--- src/rtl/ctrl_seq.sv ---
// ctrl_seq: sequenced control unit for the accumulator core (REG/TGT/IMM/HALT decode modes).
// Optional illegal-encoding trap: define CTRL_SEQ_ILLEGAL_TRAP_EN.
module ctrl_seq #(
    parameter int IW  = 9,
    parameter int DW  = 8,
    parameter int MAW = 8,
    parameter int PCW = 9
) (
    input  logic           Clk,
    input  logic           Reset,
    input  logic [IW-1:0]  Instruction,
    input  logic           InstrValid,
    input  logic [2:0]     CMPBits,
    input  logic           MemReady,
    output logic           BranchEn,
    output logic           SkipEn,
    output logic           PCHold,
    output logic [PCW-1:0] BranchTarget,
    output logic [MAW-1:0] MemoryTarget,
    output logic           MemAddrCtrl,
    output logic           MemValueCtrl,
    output logic           MemWrEn,
    output logic           MemRdEn,
    output logic [3:0]     OPCode,
    output logic [1:0]     ALUInput,
    output logic           ALUInputASelector,
    output logic [DW-1:0]  ImmediateOut,
    output logic           AccLoadEn,
    output logic           RegLoadEn,
    output logic           AccClr,
    output logic           RegClr,
    output logic           CMPLoadEn,
    output logic           LFSRSetState,
    output logic           LFSRSetTapPtrn,
    output logic           LFSRShift,
    output logic           Ack,
    output logic           Illegal,
    output logic [1:0]     State
);
    typedef enum logic [1:0] {
        ST_REG  = 2'b00,
        ST_TGT  = 2'b01,
        ST_IMM  = 2'b10,
        ST_HALT = 2'b11
    } state_t;

    localparam logic [3:0] OP_ADD      = 4'h1;
    localparam logic [3:0] OP_ADM      = 4'h3;
    localparam logic [3:0] OP_RSH      = 4'h4;
    localparam logic [3:0] OP_LSH      = 4'h9;
    localparam logic [3:0] OP_RSH_FILL = 4'hA;
    localparam logic [3:0] OP_LSH_FILL = 4'hB;

    state_t        state_q, state_d;
    logic [IW-1:0] prev_q;
    logic          illegal_q, illegal_set;

    logic       cls, pcls, taken, undef;
    logic [3:0] op, pop, fn, pfn;
    logic [1:0] arg;
    logic       exec_en, exec_fill;
    logic [3:0] exec_op;

    assign cls  = Instruction[IW-1];
    assign op   = Instruction[IW-2 -: 4];
    assign arg  = Instruction[3:2];
    assign fn   = Instruction[3:0];
    assign pcls = prev_q[IW-1];
    assign pop  = prev_q[IW-2 -: 4];
    assign pfn  = prev_q[3:0];

    assign BranchTarget = Instruction[PCW-1:0];
    assign MemoryTarget = Instruction[MAW-1:0];
    assign ImmediateOut = Instruction[DW-1:0];
    assign State        = state_q;

`ifdef CTRL_SEQ_ILLEGAL_TRAP_EN
    assign Illegal = illegal_q;
`else
    assign Illegal = 1'b0;
`endif

    function automatic logic is_math(input logic [3:0] o);
        return (o >= 4'h1) && (o <= 4'h9);
    endfunction

    // Fill-form shifts get their own ALU codes in the otherwise unused 1010/1011 slots.
    function automatic logic [3:0] alu_code(input logic [3:0] o, input logic fill);
        if (fill && o == OP_RSH) return OP_RSH_FILL;
        if (fill && o == OP_LSH) return OP_LSH_FILL;
        return o;
    endfunction

    function automatic logic branch_taken(input logic [3:0] o, input logic [2:0] c);
        logic eq, gt, lt;
        eq = c[1];
        gt = c[0] & ~c[1];
        lt = ~c[0] & ~c[1];
        case (o)
            4'h8:    return 1'b1;
            4'h9:    return c[2];
            4'hA:    return gt;
            4'hB:    return gt | eq;
            4'hC:    return lt;
            4'hD:    return lt | eq;
            4'hE:    return eq;
            4'hF:    return ~eq;
            default: return 1'b0;
        endcase
    endfunction

    always_comb begin
        taken = branch_taken(op, CMPBits);
        if (cls)
            undef = ~op[3];
        else if (op == 4'h0)
            undef = (fn == 4'h7) || ((fn >= 4'h9) && (fn <= 4'hB));
        else if (is_math(op))
            undef = ((op == OP_RSH) || (op == OP_LSH)) && (arg == 2'b11);
        else
            undef = 1'b1;
    end

    always_ff @(posedge Clk) begin
        if (Reset) begin
            state_q   <= ST_REG;
            prev_q    <= '0;
            illegal_q <= 1'b0;
        end else begin
            state_q <= state_d;
            if (InstrValid && !PCHold)
                prev_q <= Instruction;
            if (illegal_set)
                illegal_q <= 1'b1;
        end
    end

    always_comb begin
        state_d     = state_q;
        illegal_set = 1'b0;
        if (InstrValid) begin
            case (state_q)
                ST_REG: begin
                    if (undef) begin
`ifdef CTRL_SEQ_ILLEGAL_TRAP_EN
                        state_d     = ST_HALT;
                        illegal_set = 1'b1;
`else
                        state_d     = ST_REG;
`endif
                    end else if (cls) begin
                        if (taken) state_d = ST_TGT;
                    end else if (op == 4'h0) begin
                        if (fn == 4'hC || fn == 4'hD) state_d = ST_TGT;
                        else if (fn == 4'hF)          state_d = ST_HALT;
                    end else if (arg == 2'b10) begin
                        state_d = ST_IMM;
                    end else if (arg == 2'b01) begin
                        state_d = ST_TGT;
                    end
                end
                ST_TGT:  if (pcls || pop == 4'h0 || MemReady) state_d = ST_REG;
                ST_IMM:  state_d = ST_REG;
                default: state_d = state_q;
            endcase
        end
    end

    always_comb begin
        BranchEn = 1'b0; SkipEn = 1'b0; PCHold = 1'b0;
        MemAddrCtrl = 1'b0; MemValueCtrl = 1'b0; MemWrEn = 1'b0; MemRdEn = 1'b0;
        OPCode = '0; ALUInput = '0; ALUInputASelector = 1'b0;
        AccLoadEn = 1'b0; RegLoadEn = 1'b0; AccClr = 1'b0; RegClr = 1'b0; CMPLoadEn = 1'b0;
        LFSRSetState = 1'b0; LFSRSetTapPtrn = 1'b0; LFSRShift = 1'b0; Ack = 1'b0;
        exec_en = 1'b0; exec_op = '0; exec_fill = 1'b0;
        if (!Reset) begin
            if (state_q == ST_HALT) begin
                Ack    = ~illegal_q;
                PCHold = 1'b1;
            end else if (!InstrValid) begin
                PCHold = 1'b1;
            end else begin
                case (state_q)
                    ST_REG: if (!undef) begin
                        if (cls) begin
                            SkipEn = ~taken;
                        end else if (op == 4'h0) begin
                            case (fn)
                                4'h1: AccClr         = 1'b1;
                                4'h2: RegClr         = 1'b1;
                                4'h3: LFSRSetState   = 1'b1;
                                4'h4: LFSRSetTapPtrn = 1'b1;
                                4'h5: LFSRShift      = 1'b1;
                                4'h6: begin
                                    MemRdEn = 1'b1;
                                    PCHold  = ~MemReady;
                                    if (MemReady) begin
                                        OPCode    = OP_ADD;
                                        ALUInput  = 2'b01;
                                        AccLoadEn = 1'b1;
                                    end
                                end
                                4'h8: CMPLoadEn = 1'b1;
                                4'hE: begin
                                    MemWrEn      = 1'b1;
                                    MemValueCtrl = 1'b1;
                                end
                                4'hF: Ack = 1'b1;
                                default: ;
                            endcase
                        end else if (arg == 2'b00 || arg == 2'b11) begin
                            ALUInput  = arg;
                            exec_en   = 1'b1;
                            exec_op   = op;
                            exec_fill = Instruction[1];
                        end
                    end
                    ST_TGT: begin
                        if (pcls) begin
                            BranchEn = 1'b1;
                        end else if (pop == 4'h0) begin
                            MemAddrCtrl  = 1'b1;
                            MemWrEn      = 1'b1;
                            MemValueCtrl = (pfn == 4'hC);
                        end else begin
                            MemAddrCtrl = 1'b1;
                            MemRdEn     = 1'b1;
                            ALUInput    = 2'b01;
                            PCHold      = ~MemReady;
                            exec_en     = MemReady;
                            exec_op     = pop;
                            exec_fill   = prev_q[1];
                        end
                    end
                    ST_IMM: begin
                        ALUInput  = 2'b10;
                        exec_en   = 1'b1;
                        exec_op   = pop;
                        exec_fill = prev_q[1];
                    end
                    default: ;
                endcase
                if (exec_en) begin
                    OPCode = alu_code(exec_op, exec_fill);
                    if (exec_op == OP_ADM) begin
                        ALUInputASelector = 1'b1;
                        RegLoadEn         = 1'b1;
                    end else begin
                        AccLoadEn = 1'b1;
                    end
                end
            end
        end
    end

endmodule

--- config.mk ---
export PLATFORM = sky130hd
export DESIGN_NAME = ctrl_seq
export DESIGN_NICKNAME = d
export VERILOG_FILES = /design/src/rtl/ctrl_seq.sv
export SDC_FILE = /design/constraint.sdc
export NUM_CORES = 1
export LEC_CHECK = 0
export ABC_CLOCK_PERIOD_IN_PS = 4600
export CAP_MARGIN = 20
export CELL_PAD_IN_SITES_DETAIL_PLACEMENT = 0
export CELL_PAD_IN_SITES_GLOBAL_PLACEMENT = 2
export CORE_ASPECT_RATIO = 1.1
export CORE_MARGIN = 2
export CORE_UTILIZATION = 26
export DETAILED_ROUTE_END_ITERATION = 7
export PLACE_DENSITY = 0.86
export REMOVE_ABC_BUFFERS = 1
export SYNTH_ARGS = -nofsm -noshare
export SYNTH_HDL_FRONTEND = slang
export SYNTH_SLANG_ARGS = --single-unit
--- constraint.sdc ---
create_clock -name Clk -period 4.6 [get_ports Clk]
set_clock_uncertainty 0.05 [all_clocks]
set_input_delay 0.46 -clock Clk [delete_from_list [all_inputs] [get_ports Clk]]
set_output_delay 0.46 -clock Clk [all_outputs]
set_load 0.02 [all_outputs]
==> results.cfg, run 1 <==
[min_path]
hold-path-cell-count = 2
hp-class = reg -> reg
min_from = prev_q[0]

[finish]
nFillCells = 687
multiInputGateArea_um2 = 1216
layout_commonest_cell = clkdlybuf4s50_1
layout_common_cells = 65 x clkdlybuf4s50_1, 21 x nand2b_1, 13 x mux2i_1
n_antenna_cell = 0
drive_gt1_share_pct = 9.506
seq_area_um2 = 220.2
final_nets = 290
syn_to_final_growth_pct = 33.43

[drt]
postRouteAntennaNets = 0
drt_iter0_drc = 60
avgViaCountPerCell = 4.991
drc = 0
drt-pass1-iter-count = 4
wire_per_inst_um = 15.50
postRouteWirelength_mm = 5.346
num_vias = 1722

[clock_tree]
cts_buffer_depth = 2
cts_root_buf = clkbuf_8
hold_buffers = 0
cts_tree = done
cts.sinks = 11
cts_setup_buffers = 0
cts.htree.levels = 1
path_clk_slew_ns = 0.05
cts_resized = 0
clk_latency_ns = 0.24
numCtsBuffers = 3

[sta]
hold_slack_ns = 0.4201
tightest_slew_ns = 0.7476
rsz0062_at_grt = false
hold_viol_final = 0
setup_ws_ns = 0.5388
period_needed_ns = 4.061
setup_viol = 0
fmax_mhz = 246.2
fin_setup_tns_ns = 0
slew_viol_final = 0
slew_headroom_pct = 50.06
period_share_pct = 88.29

[synthesis]
async_flop_share_pct = 0
ys_warn_count = 0
netlist_area_um2 = 1748
ys_ff_latch = 11
seq_area_frac_synth_pct = 12.60
syn_area_per_cell_um2 = 7.803
netlist_instances = 224
synth_edf_count = 0
synth-main-ff-cell = dfxtp_1
synth_top_cell_area_share_pct = 12.60
synth.area.top_cells = dfxtp_1 13%, buf_4 12%, nand2b_1 7.5%
synthDistinctLibCells = 53
synth_area_leader_cell = dfxtp_1

[global_route]
grt_first_pass_wirelength_mm = 8.376
antenna_found_initial = 0
gr-total-overflow = 0
grt_max_degree = 15
grtUsageTotal_pct = 14.24
grt_pass1_vias = 1663

[pwr]
p_per_area_nw_per_um2 = 162.1
vdd_drop_max_mv = 0.05944
leakagePower_uw = 0.0009293
power_uw = 378.0

[setup_path]
cp-end-kind = output pin
worstReg2RegStart = State[1]
path_class = in -> out
cp.arrival_ns = 3.55
path_max_fanout = 8
critPathRequiredTime_ns = 4.09
worstSetupStartpoint = Instruction[2]
reg2reg_depth = 7
start_kind = input pin

[placement]
numPortBuffers = 65
pre_cts_slack_ns = 0.5507
gp_congestion = 0.8454
hpwl_mm = 4.274

[die]
die-area_um2 = 7395
io_pins = 67
die_x_um = 82.18
fp.dieH_um = 90.00
start_util_pct = 26.67
rows = 31
core_region_area_um2 = 6555

[run_status]
status = finished clean

[job]
cap_violations = 0
[final timing paths]
check | slack (ns) | endpoint
worst max-delay path | 0.54 | OPCode[1]
worst min register to register | 0.42 | prev_q[0]
worst max register to register | 2.27 | State[1]
worst min-delay path | 0.42 | prev_q[0]
[metrics by stage]
step | area, um^2 | utilization (%) | cells
finish | 2332 | 35.58 | 345
global route | 2332 | 35.58 | 345
CTS | 2332 | 35.58 | 345
detailed placement | 2287 | 34.89 | 341
global placement | 2287 | 34.89 | 341
floorplan | 1474 | - | 186
[registers in the layout, indices dropped and copies added (netlist names)]
signal / flops
State: 2
prev_q: 9
[layout make-up]
type / count / share of cell area [%]
clock buffer: 4 / 1.931
inverter: 10 / 1.609
multi-input combinational: 165 / 52.15
sequential: 11 / 9.442
tap: 82 / 4.399
timing repair buffer: 73 / 30.47
[where the power goes]
group / internal [uW] / total, uW / switching (uW) / leakage (uW)
Clock: 61.3 / 102 / 40.8 / 0.0000228
Sequential: 102 / 107 / 5.34 / 0.0000906
Combinational: 74.8 / 169 / 94.1 / 0.000816
[worst max-delay path: stages]
cell	delay, ns
clkdlybuf4s50_1	0.62
inv_1	0.10
ha_1	0.38
nor4b_2	0.31
or4b_1	0.53
a211oi_1	0.25
mux2i_1	0.11
o22ai_1	0.16
clkdlybuf4s50_1	0.63
[Yosys cell counts (2+ instances only)]
cell       n
nand3b_1   2
nand3_1    7
nor3_1     5
o31a_1     2
inv_1     10
nand4_1    3
nand2b_1  21
o211a_1    3
dfxtp_1   11
a211o_1    2
a21oi_2    3
mux2i_1   13
buf_6      3
a31oi_1    3
and2_1     5
o21ai_0   11
and4_1     2
o211ai_1   2
o22ai_1    2
a21oi_1    8
nor2_1     8
nand2_1    9
or2_2      2
clkbuf_1   4
or4_1      2
buf_2      3
a221o_1    2
nor2b_1    9
buf_4     28
ha_1      10
a211oi_1   2
and3_1     6
[per-layer routing]
| metal | vias to the layer above | share of wire (%) | track usage (%) |
|---|---|---|---|
| met5 | - | 0 | 0 |
| met4 | 0 | 1.2 | 3.750 |
| met3 | 5 | 3.5 | 0.9036 |
| met2 | 44 | 47 | 22.83 |
| met1 | 813 | 48 | 20.37 |
| li1 | 860 | - | - |
[logic make-up (layout without fill, tap and decap cells)]
family	count (synthesis)	after routing	share of synthesized area [%]
and+or+nand+nor	92	92	33.64
AOI/OAI and AO/OA	48	48	20.47
buffers and inverters	48	87	17.82
muxes	14	14	8.088
DFF	11	11	12.60
adders and majority gates	10	10	7.158
other	1	1	0.2145
No activity file was read; power rests on OpenSTA's default activity.
==> inputs of run 2 (changes only) <==
- MAX_ROUTING_LAYER: not set -> met4
==> run 2 against run 1 <==
Net effect: cell area did not move; via count rose by 0.75%; core utilization did not move; highest routed layer unchanged; register-to-register slack barely moved; largest power group unchanged; largest cell class unchanged; critical endpoint unchanged; non-clock buffer count did not move; final cell count did not move.
==> results.cfg, run 2 (synthesis gave the netlist of run 1 again) <==
[placement]
numPortBuffers = 65
hpwl_mm = 4.274
gp_congestion = 0.8587

[die]
io_pins = 67
die_x_um = 82.18
rows = 31
start_util_pct = 26.67
fp.dieH_um = 90.00
core_region_area_um2 = 6555
die-area_um2 = 7395

[setup_path]
path_cells = clkdlybuf4s50_1 > inv_1 > ha_1 > nor4b_2 > or4b_1 > a211oi_1 > mux2i_1 > o22ai_1 > clkdlybuf4s50_1
start_kind = input pin
rr_endpoint = State[1]
critPathRequiredTime_ns = 4.09
cp_num_buf_inv = 3
cp.arrival_ns = 3.56
reg2reg_depth = 7
worstReg2RegStart = State[1]
path_class = in -> out
reg2reg_slack_ns = 2.27
path_max_fanout = 8
slowest_delay_ns = 0.63
cp_slowest_cell = clkdlybuf4s50_1
crit_top_cell = clkdlybuf4s50_1
cp-end-kind = output pin
cpLargestDelayFamily = buffers and inverters

[sta]
fin_setup_tns_ns = 0
period_needed_ns = 4.073
slew_viol_final = 0
slew_headroom_pct = 50.76
hold_viol_final = 0
setup_viol = 0
rsz0062_at_grt = false
tightest_slew_ns = 0.7371
period_share_pct = 88.54
fmax_mhz = 245.5

[finish]
regMostFlops = prev_q
final_nets = 290
drive_gt1_share_pct = 9.506
largest_register_ffs = 9
layout_commonest_cell = clkdlybuf4s50_1
n_antenna_cell = 0
syn_to_final_growth_pct = 33.43
layout_common_cells = 65 x clkdlybuf4s50_1, 21 x nand2b_1, 13 x mux2i_1
nFillCells = 687

[pwr]
vdd_drop_max_mv = 0.05992
leakagePower_uw = 0.0009293
power_uw = 378.3
p_per_area_nw_per_um2 = 162.2

[drt]
drt_iter0_drc = 53
postRouteWirelength_mm = 5.355
avgViaCountPerCell = 5.029
num_vias = 1735
drc = 0
drt-pass1-iter-count = 4
postRouteAntennaNets = 0
wire_per_inst_um = 15.52

[clock_tree]
cts_tree = done
cts_root_buf = clkbuf_8
cts_resized = 0
cts.htree.levels = 1
clk_latency_ns = 0.24
path_clk_slew_ns = 0.05
cts_setup_buffers = 0
hold_buffers = 0
numCtsBuffers = 3
cts_buffer_depth = 2
cts.sinks = 11

[global_route]
grt_first_pass_wirelength_mm = 8.355
antenna_found_initial = 0
grtUsageTotal_pct = 14.56
gr-total-overflow = 0
grt_pass1_vias = 1666
grt_max_degree = 15

[run_status]
status = finished clean

[min_path]
hold-path-cell-count = 2
holdPathEnd = prev_q[0]
min_from = prev_q[0]
hp-class = reg -> reg

[job]
cap_violations = 0
run 2: layout make-up:
cell class	instances	area, um^2	share of cell area (%)
clock buffer	4	45.04	1.931
timing repair buffer	73	710.7	30.47
multi-input combinational	165	1216	52.15
inverter	10	37.54	1.609
sequential	11	220.2	9.442
tap	82	102.6	4.399
run 2: power by group:
| part | internal (uW) | switching, uW |
|---|---|---|
| logic | 74.8 | 94.3 |
| registers | 102 | 5.38 |
| clock network | 61.3 | 40.9 |
| total | 238 | 141 |
run 2: metal layers:
metal / share of wire [%] / up-vias / track usage [%]
met5: 0 / - / -
met2: 47 / 60 / 22.90
met3: 4.4 / 5 / 0.8032
met4: 1.2 / 0 / 3.750
li1: - / 861 / -
met1: 48 / 809 / 20.18
run 2: worst max-delay path by stage:
| stage | slack, ns | from | depth (start not counted) | to |
|---|---|---|---|---|
| 2_1_floorplan | 1.62 | Instruction[2] | 6 | ALUInputASelector |
| 3_3_place_gp | 0.60 | Instruction[2] | 9 | OPCode[1] |
| 3_5_place_dp | 0.55 | Instruction[2] | 9 | OPCode[1] |
| 4_1_cts | 0.55 | Instruction[2] | 9 | OPCode[1] |
| 5_1_grt | 0.36 | Instruction[2] | 9 | OPCode[1] |
| 6_report | 0.53 | Instruction[2] | 9 | OPCode[1] |
run 2: metrics by stage:
step	std cells	area, um^2	utilization, %	setup WS (ns)	hold WS [ns]
after floorplan	186	1474	-	1.620	0.3930
after global placement	341	2287	34.89	0.6026	0.4062
after detailed placement	341	2287	34.89	0.5507	0.4169
after CTS	345	2332	35.58	0.5483	0.4261
after global routing	345	2332	35.58	0.3594	0.4604
final	345	2332	35.58	0.5272	0.4201
run 2: worst register-to-register path, delay by kind of cell (launching register included):
family | cells | cell delay, ns
flops | 1 | 0.36
mux | 1 | 0.20
fa+ha+maj | 1 | 0.18
buf+inv | 1 | 0.12
compound gates | 2 | 0.60
simple gates | 2 | 0.76
